==> src/rtl/cond_flag_stage.sv <==
// Condition/flag stage between the ALU and writeback: owns the NZCV register,
// evaluates each op's ARM condition field and holds one op in a valid/ready buffer.
module cond_flag_stage #(
    parameter int DATA_W = 32,
    parameter int ADDR_W = 4,
    parameter int CNT_W  = 16
) (
    input  logic              clk,
    input  logic              reset,
    input  logic              in_valid,
    output logic              in_ready,
    input  logic [3:0]        cond,
    input  logic [3:0]        alu_flags,
    input  logic [1:0]        flag_w,
    input  logic [DATA_W-1:0] alu_result,
    input  logic [ADDR_W-1:0] wa3,
    input  logic              reg_w,
    input  logic              mem_w,
    input  logic              pcs,
    output logic              out_valid,
    input  logic              out_ready,
    output logic [DATA_W-1:0] out_result,
    output logic [ADDR_W-1:0] out_wa3,
    output logic              out_reg_w,
    output logic              out_mem_w,
    output logic              out_pcsrc,
    output logic [3:0]        flags,
    output logic [CNT_W-1:0]  fail_count
);
    typedef struct packed {
        logic [DATA_W-1:0] result;
        logic [ADDR_W-1:0] wa3;
        logic              reg_w;
        logic              mem_w;
        logic              pcsrc;
    } wb_op_t;

    wb_op_t            r_op;
    wb_op_t            w_op_next;
    logic              r_out_valid;
    logic [3:0]        r_flags;
    logic [CNT_W-1:0]  r_fail_count;
    logic              w_cond_ex;
    logic              w_accept;
    logic              w_drain;
    logic              w_n, w_z, w_c, w_v;

    // Condition is judged against the committed flags, not this op's ALU flags.
    assign {w_n, w_z, w_c, w_v} = r_flags;

    always_comb begin
        w_cond_ex = 1'b1;
        case (cond)
            4'h0:    w_cond_ex = w_z;
            4'h1:    w_cond_ex = ~w_z;
            4'h2:    w_cond_ex = w_c;
            4'h3:    w_cond_ex = ~w_c;
            4'h4:    w_cond_ex = w_n;
            4'h5:    w_cond_ex = ~w_n;
            4'h6:    w_cond_ex = w_v;
            4'h7:    w_cond_ex = ~w_v;
            4'h8:    w_cond_ex = w_c & ~w_z;
            4'h9:    w_cond_ex = ~w_c | w_z;
            4'hA:    w_cond_ex = (w_n == w_v);
            4'hB:    w_cond_ex = (w_n != w_v);
            4'hC:    w_cond_ex = ~w_z & (w_n == w_v);
            4'hD:    w_cond_ex = w_z | (w_n != w_v);
            default: w_cond_ex = 1'b1;
        endcase
    end

    assign in_ready = ~r_out_valid | out_ready;
    assign w_accept = in_valid & in_ready;
    assign w_drain  = r_out_valid & out_ready;

    always_comb begin
        w_op_next.result = alu_result;
        w_op_next.wa3    = wa3;
        w_op_next.reg_w  = reg_w & w_cond_ex;
        w_op_next.mem_w  = mem_w & w_cond_ex;
        w_op_next.pcsrc  = pcs & w_cond_ex;
    end

    always_ff @(posedge clk or negedge reset) begin
        if (!reset) begin
            r_op         <= '0;
            r_out_valid  <= 1'b0;
            r_flags      <= '0;
            r_fail_count <= '0;
        end else if (w_accept) begin
            r_op        <= w_op_next;
            r_out_valid <= 1'b1;
            if (w_cond_ex) begin
                if (flag_w[1]) r_flags[3:2] <= alu_flags[3:2];
                if (flag_w[0]) r_flags[1:0] <= alu_flags[1:0];
            end else if (r_fail_count != '1) begin
                r_fail_count <= r_fail_count + CNT_W'(1);
            end
        end else if (w_drain) begin
            r_out_valid <= 1'b0;
        end
    end

    assign out_valid  = r_out_valid;
    assign out_result = r_op.result;
    assign out_wa3    = r_op.wa3;
    assign out_reg_w  = r_op.reg_w;
    assign out_mem_w  = r_op.mem_w;
    assign out_pcsrc  = r_op.pcsrc;
    assign flags      = r_flags;
    assign fail_count = r_fail_count;
endmodule

==> config.mk <==
export PLATFORM = sky130hd
export DESIGN_NAME = cond_flag_stage
export DESIGN_NICKNAME = d
export VERILOG_FILES = /design/src/rtl/cond_flag_stage.sv
export SDC_FILE = /design/constraint.sdc
export NUM_CORES = 1
export LEC_CHECK = 0
export CORE_MARGIN = 2
export CORE_UTILIZATION = 45
export CTS_CLUSTER_SIZE = 28
export DETAILED_ROUTE_END_ITERATION = 8
export GPL_TIMING_DRIVEN = 0
export PLACE_DENSITY_LB_ADDON = 0.2
export SKIP_LAST_GASP = 1
export SLEW_MARGIN = 20
export SYNTH_ARGS = -nofsm -noshare
export SYNTH_HDL_FRONTEND = slang
export SYNTH_SLANG_ARGS = --single-unit
==> constraint.sdc <==
create_clock -name clk -period 6.36 [get_ports clk]
set_input_delay 0.954 -clock clk [delete_from_list [all_inputs] [get_ports clk]]
set_output_delay 0.954 -clock clk [all_outputs]
set_load 0.005 [all_outputs]
==> results of run 1 <==
## logic make-up (layout without fill, tap and decap cells)
group           Yosys count  after routing
flops                    60             60
fa+ha+maj                 1              1
xor+xnor                 16             16
compound gates            5              5
mux                       9              9
buf+inv                  13            143
simple gates            168            168
## where the power goes
group,internal (mW),switching [mW]
combinational,0.211,0.138
sequential,0.451,0.0652
clock,0.201,0.146
total,0.863,0.349
## layout make-up
class                      count  area share [%]
clock buffer                  12           3.801
inverter                       1         0.09197
sequential                    60           36.79
clock inverter                 4           1.165
multi-input combinational    199           26.46
tap                           72           2.207
timing repair buffer         114           28.33
buffer                        12           1.165
## placed cells by master, fill, tap and decap left out, types with 2 or more instances in the layout
cell type / instances
nand2b_1: 5
clkbuf_8: 11
nor4_2: 9
mux2_1: 8
buf_2: 2
clkbuf_1: 7
nand2_1: 123
dfrtp_1: 60
xor2_1: 13
clkdlybuf4s50_1: 112
o21ai_0: 3
and3_1: 3
nand4_1: 5
nor2_1: 3
clkinv_2: 2
nand3_1: 7
nor3_1: 7
buf_1: 4
xnor2_1: 3
## flip-flops by register name, indices dropped and copies added, names as in the netlist
signal and count:
out_result 32, fail_count 16, flags 4, out_wa3 4, out_mem_w 1, out_pcsrc 1, out_reg_w 1, out_valid 1
## stage by stage
step	instance area [um2]	util (%)	worst slack, ns	hold WS (ns)
floorplan	2633	-	3.742	0.4628
global placement	3854	69.14	2.394	0.4501
detailed placement	3879	69.58	2.974	0.4558
CTS	4081	73.22	3.272	0.4073
global route	4081	73.22	3.204	0.4078
finish	4081	73.22	3.279	0.4190
## final timing paths
path | to | cells past startpoint
setup / recovery | in_ready | 3
max in group asynchronous | fail_count[1] | 2
hold reg to reg | out_mem_w | 2
min in group clk | out_mem_w | 2
setup reg to reg | fail_count[10] | 7
hold / removal | out_result[31] | 1
## routing by layer
layer / GRT usage, % / vias to the layer above / share of wire [%]
li1: - / 1134 / -
met5: 0 / - / 0
met2: 39.25 / 74 / 51
met4: 8.983 / 0 / 1.6
met1: 26.29 / 1124 / 40
met3: 8.202 / 10 / 7.8
==> results.json, run 1 <==
{
  "cp_slowest_cell": "clkdlybuf4s50_1",
  "period_share_pct": 48.45,
  "grt_overflow": 0,
  "path_cells": "clkdlybuf4s50_1 > nand2b_1 > clkdlybuf4s50_1",
  "gp_congestion": 0.7798,
  "grtUsageTotal_pct": 23.00,
  "seq_area_um2": 1501,
  "worst_pin_slew_ns": 0.4547,
  "finalWirelength_um": 6649,
  "setup_viol": 0,
  "synthAdderAreaFrac_pct": 0.4753,
  "synth-seq-cells": 60,
  "hold_violations": 0,
  "dieArea_um2": 6478,
  "syn_inst": 272,
  "io_pins": 114,
  "core_um2": 5574,
  "final_antenna_net_count": 0,
  "synthArstFlopShare_pct": 100.0,
  "tritoncts": "built",
  "num_vias": 2342,
  "cp_data_required_time_ns": 5.41,
  "min-delay-path-class": "in -> async",
  "io_buffer_count": 113,
  "cts-buffers-inserted": 9,
  "slew_viol_final": 0,
  "min_period_ns": 3.081,
  "grt_pass1_vias": 2366,
  "startpoint_type": "primary input",
  "h-tree-depth": 3,
  "syn_area_um2": 2633,
  "clockBufferDepth": 2,
  "dr.pass1.iters": 4,
  "post_cts_buffers": 0,
  "multi_input_area_um2": 1080,
  "finalClockSkew_ns": 0.004088,
  "grt_first_pass_wirelength_um": 11270,
  "cp_common_cell": "clkdlybuf4s50_1",
  "grt_max_degree": 58,
  "synth_xor_xnor_area_share_pct": 5.323,
  "final.setup.tns_ns": 0,
  "synthMuxAreaShare_pct": 4.278,
  "avgSynthCellArea_um2": 9.678,
  "worst_path_largest_cell_delay_ns": 0.54,
  "drive_above_1_share_pct": 7.463,
  "die_h_um": 80.49,
  "cts_hold_buf": 0,
  "cts-root-buf": "clkbuf_8",
  "viasPerCell": 4.941,
  "synth_flop_cell": "dfrtp_1",
  "seq_area_frac_synth_pct": 57.03,
  "num_rows": 27,
  "worstSkewPairLatency_ns": 0.33,
  "status": "finished clean",
  "synth_top_area_share_pct": 57.03,
  "dp_hpwl_um": 4869,
  "rsz0062_at_grt": "false",
  "stdcell_count": 474,
  "die_x_um": 80.49,
  "path_max_fanout": 4,
  "cp-end-kind": "output pin",
  "synth_most_common_cell": "nand2_1",
  "crit_start": "out_ready",
  "finalPower_mw": 1.213,
  "synth_nets": 326,
  "p_per_area_nw_per_um2": 297.1,
  "synth-edff-count": 0,
  "yosys.area.top_type": "dfrtp_1",
  "fmax_ghz": 0.3245,
  "yosysWarningCount": 0,
  "synth_top_family_by_area": "simple AND/OR/NAND/NOR gates",
  "ff2ff_setup_slack_ns": 3.96,
  "crit_family": "buffers and inverters",
  "drv_cap": 0,
  "antenna_found_initial": 0,
  "maxSlewHeadroom_pct": 69.69,
  "timing.rr.start": "flags[3]",
  "fill_cells": 434,
  "ctsResizeCount": 0,
  "crit_type": "in -> out",
  "power_leakage_nw": 1.867,
  "synth.distinct_cells": 27,
  "yosys.area_share.simple_pct": 29.75,
  "cts_num_sinks": 60,
  "synthTopCellsByCount": "nand2_1 (123), dfrtp_1 (60), xor2_1 (13)",
  "drt-initial-drc-count": 111,
  "syn2layout_area_growth_pct": 55.04,
  "synth_compound_area_share_pct": 1.188,
  "insertedDiodeCount": 0,
  "vdd_drop_max_uv": 194.9,
  "cp.arrival_ns": 2.13,
  "fin_nets": 451,
  "wl_per_cell_um": 14.03,
  "worst-path-buf-inv": 2,
  "drc": 0,
  "clk_pin_slew_ns": 0.06,
  "start_util_pct": 47.23,
  "dp.cells": 458,
  "yosys-top-cells-area": "dfrtp_1 (57%), nand2_1 (18%), xor2_1 (4.3%)"
}
No activity file was read; power rests on OpenSTA's default activity.
==> run 2, diff against run 1 <==
- CORE_UTILIZATION: 45 -> 42
- clock period: 6.36 -> 3.1 ns (I/O delays scaled with it)
==> results.json, run 2 (same netlist as run 1, synthesis figures left out) <==
{
  "grt_first_pass_wirelength_um": 11050,
  "io_pins": 114,
  "largest_register_ffs": 32,
  "status": "finished clean",
  "drc": 0,
  "top_usage_layer": "met2",
  "cp.arrival_ns": 2.78,
  "path_max_fanout": 10,
  "layout_commonest_cell": "nand2_1",
  "insertedDiodeCount": 0,
  "worstSkewPairLatency_ns": 0.32,
  "power_leakage_nw": 1.848,
  "stdcell_count": 476,
  "drv_cap": 0,
  "fill_cells": 495,
  "tritoncts": "built",
  "setup_viol": 0,
  "dr.pass1.iters": 4,
  "wl_per_cell_um": 13.79,
  "io_buffer_count": 113,
  "worst_pin_slew_ns": 0.4763,
  "syn2layout_area_growth_pct": 53.90,
  "finalWirelength_um": 6564,
  "finalPower_mw": 2.392,
  "maxSlewHeadroom_pct": 68.25,
  "post_cts_buffers": 0,
  "finalClockSkew_ns": 0.01021,
  "antenna_found_initial": 0,
  "design_area_um2": 4051,
  "h-tree-depth": 3,
  "start_util_pct": 43.94,
  "met3_usage_pct": 4.771,
  "fin_nets": 451,
  "grt_max_degree": 34,
  "p_per_area_nw_per_um2": 590.4,
  "p_comb_share_pct": 29.9,
  "dp.cells": 461,
  "die_x_um": 83.17,
  "cp-end-kind": "register",
  "clockBufferDepth": 2,
  "hold_violations": 0,
  "seqPwrFrac_pct": 44.1,
  "viasPerCell": 4.813,
  "crit_type": "in -> reg",
  "grtUsageTotal_pct": 19.75,
  "grt_use_met1_pct": 25.21,
  "rsz0062_at_grt": "false",
  "cp_data_required_time_ns": 3.30,
  "fmax_ghz": 0.3881,
  "startpoint_type": "primary input",
  "cts-root-buf": "clkbuf_8",
  "p_sw_mw": 0.7080,
  "p_clk_share_pct": 26.0,
  "cts-buffers-inserted": 9,
  "final_antenna_net_count": 0,
  "grt_pass1_vias": 2283,
  "cts_hold_buf": 0,
  "whs_ns": 0.05642,
  "core_um2": 5991,
  "min-delay-path-class": "in -> async",
  "gp_congestion": 0.7582,
  "p_int_mw": 1.684,
  "clk_pin_slew_ns": 0.06,
  "grtUsageMet2_pct": 33.21,
  "drive_above_1_share_pct": 7.481,
  "drt-initial-drc-count": 114,
  "slew_viol_final": 0,
  "vdd_drop_max_uv": 373.5,
  "period_share_pct": 83.12,
  "min_period_ns": 2.577,
  "die_h_um": 83.17,
  "swShare_pct": 29.60,
  "final_cell_mix": "nand2_1 (123), clkdlybuf4s50_1 (112), dfrtp_1 (60), xor2_1 (13), clkbuf_8 (11)",
  "num_vias": 2291,
  "grt_overflow": 0,
  "dp_hpwl_um": 4893,
  "ctsResizeCount": 0,
  "dieArea_um2": 6917,
  "num_rows": 28,
  "place_area_um2": 3875,
  "final.setup.tns_ns": 0,
  "cts_num_sinks": 60
}
==> run 2: cell count changes in the layout (fill, tap and decap cells not counted) <==
cell,change
bufinv_16,-1
buf_12,+1
clkinvlp_4,+1
buf_16,-1
clkbuf_1,-1
==> run 2: cell type report <==
type                    count  area (um2)  share of cell area [%]
clock buffers              11       151.4                   3.737
plain buffers              12       47.55                   1.174
flip-flops and latches     60        1501                   37.06
multi-input cells         199        1080                   26.65
repair buffers            114        1149                   28.35
well taps                  75       93.84                   2.316
clock inverters             4       25.02                  0.6177
inverters                   1       3.754                 0.09265
==> run 2: layer usage <==
layer | vias to the layer above | part of all wire (%) | wire length [um]
met5 | - | 0 | 0
li1 | 1132 | - | -
met1 | 1093 | 44 | 2878
met2 | 60 | 50 | 3277
met4 | 0 | 1.0 | 67
met3 | 6 | 5.2 | 340
==> run 2: path summary, 6_finish.rpt <==
path,from,end,slack (ns),cells past startpoint
setup / recovery,cond[1],flags[1],0.52,7
hold / removal,reset,flags[1],0.06,1
setup reg to reg,flags[3],fail_count[9],0.72,7
hold reg to reg,out_reg_w,out_reg_w,0.46,2
max in group asynchronous,reset,out_result[30],2.54,2
min in group clk,out_reg_w,out_reg_w,0.46,2
==> run 2: power by group through the flow <==
stage	logic (mW)	registers [mW]	clock network (mW)
floorplan	0.269	1.06	0
global placement	0.701	1.07	0
detailed placement	0.726	1.07	0
CTS	0.728	1.06	0.639
global route	0.778	1.08	0.676
finish	0.714	1.06	0.622
==> run 2: per-stage QoR <==
stage	util [%]	setup slack (ns)
floorplan	-	0.9399
global placement	64.39	-0.4112
detailed placement	64.68	0.1951
CTS	67.63	0.5362
global route	67.63	0.3944
finish	67.63	0.5234
==> run 2: worst max-delay path, stage by stage <==
cell and delay, ns:
clkdlybuf4s50_1 0.55, mux4_2 0.53, xnor2_1 0.14, o32ai_1 0.16, buf_2 0.35, and3_1 0.26
mux2_1 0.33
==> run 3, diff against run 2 <==
- clock period: 3.1 -> 2.4 ns (I/O delays scaled with it)
==> results.json, run 3 (same netlist as run 1, synthesis figures left out) <==
{
  "setup_viol": 0,
  "clockBufferDepth": 2,
  "finalClockSkew_ns": 0.01025,
  "p_comb_share_pct": 31.0,
  "p_clk_share_pct": 25.5,
  "fmax_ghz": 0.4368,
  "cts_num_sinks": 60,
  "fill_cells": 487,
  "core_um2": 5991,
  "cp.arrival_ns": 2.49,
  "cp_data_required_time_ns": 2.60,
  "p_int_mw": 2.216,
  "worstSkewPairLatency_ns": 0.32,
  "viasPerCell": 4.820,
  "final_antenna_net_count": 0,
  "wl_per_cell_um": 13.78,
  "r2r_cells": 7,
  "startpoint_type": "primary input",
  "insertedDiodeCount": 0,
  "min-delay-path-class": "reg -> reg",
  "swShare_pct": 29.55,
  "drc": 0,
  "period_share_pct": 95.40,
  "worst_pin_slew_ns": 0.4463,
  "worst_path_largest_cell_delay_ns": 0.48,
  "dr.pass1.iters": 4,
  "layout_commonest_cell": "nand2_1",
  "seqPwrFrac_pct": 43.5,
  "grt_pass1_vias": 2277,
  "finalWirelength_um": 6602,
  "drive_above_1_share_pct": 8.663,
  "gp_congestion": 0.7582,
  "final_cell_mix": "nand2_1 (123), clkdlybuf4s50_1 (110), dfrtp_1 (60), xor2_1 (13), clkbuf_8 (11)",
  "maxSlewHeadroom_pct": 70.25,
  "h-tree-depth": 3,
  "syn2layout_area_growth_pct": 56.08,
  "ff2ff_setup_slack_ns": 0.13,
  "path_max_fanout": 9,
  "io_pins": 114,
  "cp_slowest_cell": "clkdlybuf4s50_1",
  "die_x_um": 83.17,
  "worstHoldPathCells": 2,
  "path_cells": "clkdlybuf4s50_1 > or3b_1 > a211oi_2 > o32ai_1 > buf_4 > nor4_2 > mux2_1",
  "vdd_drop_max_uv": 483.4,
  "min-delay-start": "out_reg_w",
  "antenna_found_initial": 0,
  "fin_util_pct": 68.59,
  "cp-end-kind": "register",
  "grt_first_pass_wirelength_um": 11030,
  "rsz0062_at_grt": "true",
  "start_util_pct": 43.94,
  "num_rows": 28,
  "dp_hpwl_um": 4893,
  "grt_overflow": 0,
  "drt-initial-drc-count": 97,
  "tritoncts": "built",
  "dieArea_um2": 6917,
  "io_buffer_count": 113,
  "stdcell_count": 479,
  "dp.cells": 461,
  "finalPower_mw": 3.145,
  "num_vias": 2309,
  "multi_input_area_um2": 1101,
  "clk_pin_slew_ns": 0.06,
  "crit_start": "cond[2]",
  "grtUsageTotal_pct": 19.77,
  "fin_nets": 454,
  "seq_area_um2": 1501,
  "min_period_ns": 2.290,
  "status": "finished clean",
  "drv_cap": 0,
  "crit_type": "in -> reg",
  "slew_viol_final": 0,
  "p_per_area_nw_per_um2": 765.4,
  "timing.rr.start": "flags[3]",
  "grt_max_degree": 34,
  "p_sw_mw": 0.9295,
  "die_h_um": 83.17,
  "whs_ns": 0.4637,
  "power_leakage_nw": 1.900,
  "cts-buffers-inserted": 9,
  "hold_violations": 0,
  "final.setup.tns_ns": 0,
  "largest_register_ffs": 32,
  "cts-root-buf": "clkbuf_8"
}
## run 3: area by class of cell
type | instances | area share (%)
flip-flops and latches | 60 | 36.54
clock buffers | 11 | 3.685
plain buffers | 11 | 1.127
clock inverters | 4 | 0.6090
repair buffers | 118 | 28.87
inverters | 1 | 0.09135
multi-input cells | 199 | 26.80
well taps | 75 | 2.284
## run 3: repair_timing
item	in CTS	in global routing
endpoints found under the setup margin	6	17
hold buffers	1	0
gates cloned	0	0
gates resized for setup	1	5
hold endpoints to repair	27	0
buffers inserted	0	3
## run 3: worst max-delay path, delay by kind of cell
kind                   cells  cell delay [ns]
and+or+nand+nor            2             0.71
muxes                      1             0.34
AOI/OAI and AO/OA          2             0.39
buffers and inverters      2             0.68
## run 3: power groups by stage
stage | Clock [mW] | Combinational, mW | Sequential [mW]
global route | 0.873 | 1.05 | 1.40
finish | 0.803 | 0.974 | 1.37
floorplan | 0 | 0.347 | 1.38
CTS | 0.825 | 0.946 | 1.36
detailed placement | 0 | 0.938 | 1.38
global placement | 0 | 0.905 | 1.38
## run 3: path summary, 6_finish.rpt
kind | to
max | fail_count[9]
min | out_reg_w
max reg2reg | fail_count[9]
min reg2reg | out_reg_w
max in group asynchronous | out_result[29]
min in group asynchronous | fail_count[3]
## run 3: through the flow
stage | worst slack, ns | cell area, um2
final | 0.1104 | 4109
after floorplan | 0.2399 | 2633
after detailed placement | -0.3999 | 3875
after global placement | -1.006 | 3857
after global routing | -0.0009694 | 4109
after CTS | 0.01861 | 4064
## run 3: layer usage
metal,vias up,track usage (%),share of wire (%)
met1,1106,25.34,43
li1,1138,-,-
met3,6,4.771,5.0
met2,59,33.14,51
met5,-,0,0
met4,0,6.259,1.0
